==> src/rtl/bus_xfer_seq.sv <==
`default_nettype none
// ----------------------------------------------------------------------------
// bus_xfer_seq : sequences one source->destination register transfer as
// SETUP / STROBE / HOLD phases of PH_LEN cycles, driving one-hot ENA/SET strobes.
// Revision: 1.0
// ----------------------------------------------------------------------------
module bus_xfer_seq #(
  parameter int PH_LEN = 2
) (
  input  logic        CLK,
  input  logic        RESETN,
  input  logic        REQ_VALID,
  output logic        REQ_READY,
  input  logic [3:0]  SRC,
  input  logic [3:0]  DST,
  output logic [15:0] ENA,
  output logic [15:0] SET,
  output logic        BUSY,
  output logic        DONE,
  output logic        ERR,
  output logic [7:0]  XFER_CNT
);

  typedef enum logic [2:0] {
    S_IDLE   = 3'd0,
    S_SETUP  = 3'd1,
    S_STROBE = 3'd2,
    S_HOLD   = 3'd3,
    S_FIN    = 3'd4,
    S_REJ    = 3'd5
  } state_t;

  localparam logic [3:0] PH_RELOAD = 4'(PH_LEN - 1);

  state_t     state;
  logic [3:0] phase;
  logic [3:0] src_q;
  logic [3:0] dst_q;
  logic       src_ok;
  logic       dst_ok;
  logic       cmd_ok;

  assign src_ok = (SRC inside {4'd1, 4'd2, 4'd3, 4'd4, 4'd5, 4'd7});
  assign dst_ok = (DST inside {4'd2, 4'd3, 4'd4, 4'd5, 4'd6, 4'd7});
  assign cmd_ok = src_ok && dst_ok && (SRC != DST);

  assign REQ_READY = (state == S_IDLE);
  assign BUSY      = (state != S_IDLE);

  // Strobes are registered alongside the state so they change on the same edge.
  always_ff @(posedge CLK or negedge RESETN) begin
    if (!RESETN) begin
      state    <= S_IDLE;
      phase    <= 4'd0;
      src_q    <= 4'd0;
      dst_q    <= 4'd0;
      ENA      <= 16'd0;
      SET      <= 16'd0;
      DONE     <= 1'b0;
      ERR      <= 1'b0;
      XFER_CNT <= 8'd0;
    end else begin
      case (state)
        S_IDLE: begin
          if (REQ_VALID) begin
            src_q <= SRC;
            dst_q <= DST;
            if (cmd_ok) begin
              state <= S_SETUP;
              phase <= PH_RELOAD;
              ENA   <= 16'd1 << SRC;
            end else begin
              state <= S_REJ;
              ERR   <= 1'b1;
            end
          end
        end
        S_SETUP: begin
          if (phase == 4'd0) begin
            state <= S_STROBE;
            phase <= PH_RELOAD;
            SET   <= 16'd1 << dst_q;
          end else begin
            phase <= phase - 4'd1;
          end
        end
        S_STROBE: begin
          if (phase == 4'd0) begin
            state <= S_HOLD;
            phase <= PH_RELOAD;
            SET   <= 16'd0;
          end else begin
            phase <= phase - 4'd1;
          end
        end
        S_HOLD: begin
          if (phase == 4'd0) begin
            state <= S_FIN;
            ENA   <= 16'd0;
            DONE  <= 1'b1;
          end else begin
            phase <= phase - 4'd1;
          end
        end
        S_FIN: begin
          state    <= S_IDLE;
          DONE     <= 1'b0;
          XFER_CNT <= XFER_CNT + 8'd1;
        end
        S_REJ: begin
          state <= S_IDLE;
          ERR   <= 1'b0;
        end
        default: begin
          state <= S_IDLE;
          ENA   <= 16'd0;
          SET   <= 16'd0;
          DONE  <= 1'b0;
          ERR   <= 1'b0;
        end
      endcase
    end
  end

endmodule
`default_nettype wire

==> config.mk <==
export PLATFORM = sky130hd
export DESIGN_NAME = bus_xfer_seq
export DESIGN_NICKNAME = d
export VERILOG_FILES = /design/src/rtl/bus_xfer_seq.sv
export SDC_FILE = /design/constraint.sdc
export NUM_CORES = 1
export LEC_CHECK = 0
export ABC_AREA = 0
export CORE_AREA = 2 2 91 93
export DETAILED_ROUTE_END_ITERATION = 8
export DIE_AREA = 0 0 93 95
export GPL_TIMING_DRIVEN = 1
export HOLD_SLACK_MARGIN = 0.06
export PLACE_DENSITY = 0.54
export REMOVE_ABC_BUFFERS = 1
export SYNTH_ARGS = -nofsm -noshare
export SYNTH_HDL_FRONTEND = slang
export SYNTH_SLANG_ARGS = --single-unit
==> constraint.sdc <==
create_clock -name CLK -period 2.3 [get_ports CLK]
set_input_delay 0.23 -clock CLK [delete_from_list [all_inputs] [get_ports CLK]]
set_output_delay 0.23 -clock CLK [all_outputs]
set_load 0.005 [all_outputs]
==> results.md <==
* Status: complete, no violations
* Synth async-reset ratio at 100%
* Worst skew pair latency at 0.31 ns
* Worst Setup Start Kind: flip-flop
* Sequential share of the synthesized area at 51.5%
* Num CTS Buffers at 5
* Clock buffer depth at 2
* Slew @ Worst Pin at 0.607 ns
* Post-synth top area share at 51.5%
* PwrDens at 1080 nW/um^2
* Routability cong. at 0.805
* CTS tree: yes
* Pin count of the biggest net entering global routing at 30
* Number of synthesized register bits at 53
* Die Y at 95 um
* Yosys warns at 0
* Slew HR at 59.5%
* Vias at 1,781
* Pre-CTS WS at -0.0695 ns
* Layout cells sized above 1 at 23.3%
* FF+latch area at 1330 um^2
* Worst setup EP type: flip-flop
* Worst Hold Class: in -> async
* Clock slew at the register clock pins of the worst setup and hold paths at 0.10 ns
* Peak supply drop at 0.381 mV
* CP Data Required Time at 2.50 ns
* Commonest cells in the netlist: dfrtp_1, nor2_1, mux2_4
* Max-cap viol count at 0
* Initial core utilization at 32.5%
* First-pass GRT wire length at 9090 um
* Vias/cell at 4.59
* Final setup fails at 0
* Overflow after GRT at 0
* Core ar. at 7930 um^2
* Hold_ws at 0.451 ns
* Final period util at 90.6%
* Area growth, synth to finish at 34.5%
* Hpwl dp at 3930 um
* Final hold vios at 0
* Top FF cell, synth: dfrtp_1
* DRT antenna net count at 0
* Port bufs at 54
* Iter 0 DRT Violations at 59
* Placed Instance Area at 3320 um^2
* Peak Freq at 0.480 GHz
* Post-Syn Instances at 211
* GRT Total Usage at 13.1%
* Post-route DRC at 0
* Fillers at 770
* Final instance area at 3470 um^2
* Setup CP Type: reg -> reg
* Cell Rows at 33
* Post-synth EDFFs at 0
* Synthesized area at 2580 um^2
* Num ports at 55
* Number of diodes at 0
* Drt wl/cell at 13.9 um
* Worst-path maximum fanout at 16
* Unrepaired setup endpoints after global routing: false
* Period minus WS final at 2.08 ns
* Initial antenna violation count at 0
* Cell types occupying the most area after synthesis: dfrtp_1, mux2_4, mux2_2
* Final #Nets at 296
* CTS Root Cell: clkbuf_8
* Clock Skews at 0.00892 ns
* CP Data Arrival Time at 2.29 ns
* Full die area at 8840 um^2
* Routed wire length at 5410 um
* Leakage power at 0.00152 uW
* Post-Syn Area per Cell at 12.2 um^2
* Distinct cells, synth at 46
* Top-count cell post-synth: dfrtp_1
* DIE WIDTH at 93 um
* Vias in the first global route at 1,813
* Area occupied by multi-input gates at 1160 um^2
* R2r startpoint: phase[0]
* TritonRoute pass-1 iters at 4
* Clk sinks at 53
* Post-synth top area cell: dfrtp_1
* Final Worst Setup Slack at 0.217 ns
* Worst R2R Path Depth at 7
* Slew Viols, Final at 0
* Worst Setup SP: phase[0]
* H-Tree Depth at 2
[cells by family (layout without fill, tap and decap cells)]
family	Yosys count	in the layout	share of synthesized area (%)
XOR/XNOR	13	13	4.42
buffers and inverters	12	84	3.74
AO/OA/AOI/OAI	19	19	5.34
AND/OR/NAND/NOR	82	82	18.6
adder cells (fa/ha/maj)	3	3	1.46
multiplexers	29	29	15.0
flip-flops	53	53	51.5
[what timing repair did]
item,in CTS,in global routing
hold buffers,1,0
buffers inserted,0,0
endpoints found under the hold margin,24,0
endpoints found under the setup margin,0,6
resized for setup,0,1
[registers in the layout, indices dropped and copies added, names as in the netlist]
signal and count:
state 3, XFER_CNT 8, ERR 1, phase 4, ENA 16, dst_q 4, DONE 1, SET 16
[metrics by stage]
stage	power, uW	setup TNS, ns	util [%]	instances
global route	4000	0	43.7	388
CTS	3790	0	43.7	388
floorplan	2270	0	-	204
finish	3740	0	43.7	388
detailed placement	3030	-0.395	41.8	379
global placement	3010	-0.00546	41.8	379
[layout by cell type (no fill, tap or decap), drive strengths merged, types with 2 or more instances in the layout]
cell type and count:
nand4 2, nor2 23, inv 5, and2 12, bufinv 2, a21oi 2, mux2 29, nand3b 3
a22o 2, clkdlybuf4s50 53, or3b 2, dfrtp 53, nor3b 4, nand3 5, buf 17, nor3 8
o211ai 3, o21ai 6, xor2 7, ha 3, clkbuf 5, nor4 3, nand2 11, xnor2 6
nand2b 3
[per-layer routing]
metal	GRT usage (%)	up-vias	share of wire, %
met5	0	-	0
met4	4.78	0	1.6
met3	3.67	6	5.5
met2	19.8	49	44
met1	18.1	850	49
li1	-	876	-
[report_power, final]
part	leakage (uW)	switching, uW	internal (uW)
clock network	0.0000687	326	438
registers	0.000705	248	1200
logic	0.000748	638	897
[critical path, cell delays in order (launching register included)]
cell and delay (ns):
dfrtp_1 0.43, inv_1 0.13, ha_1 0.19, or3b_4 0.42, o21ai_2 0.12, a22o_2 0.17, buf_12 0.16, mux2_2 0.34
[layout make-up]
type	instances	share of cell area [%]
flip-flops and latches	53	38.3
multi-input cells	146	33.4
repair buffers	71	19.9
well taps	105	3.79
clock buffers	5	1.99
clock inverters	3	1.99
inverters	5	0.686
[worst paths after layout]
path	slack, ns	endpoint
worst max-delay path	0.22	SET[15]
worst min-delay path	0.45	SET[1]
worst max register to register	0.22	SET[15]
worst min register to register	0.49	XFER_CNT[7]
max in group asynchronous	1.27	ENA[14]
min in group CLK	0.49	XFER_CNT[7]
No activity file was read; power rests on OpenSTA's default activity.
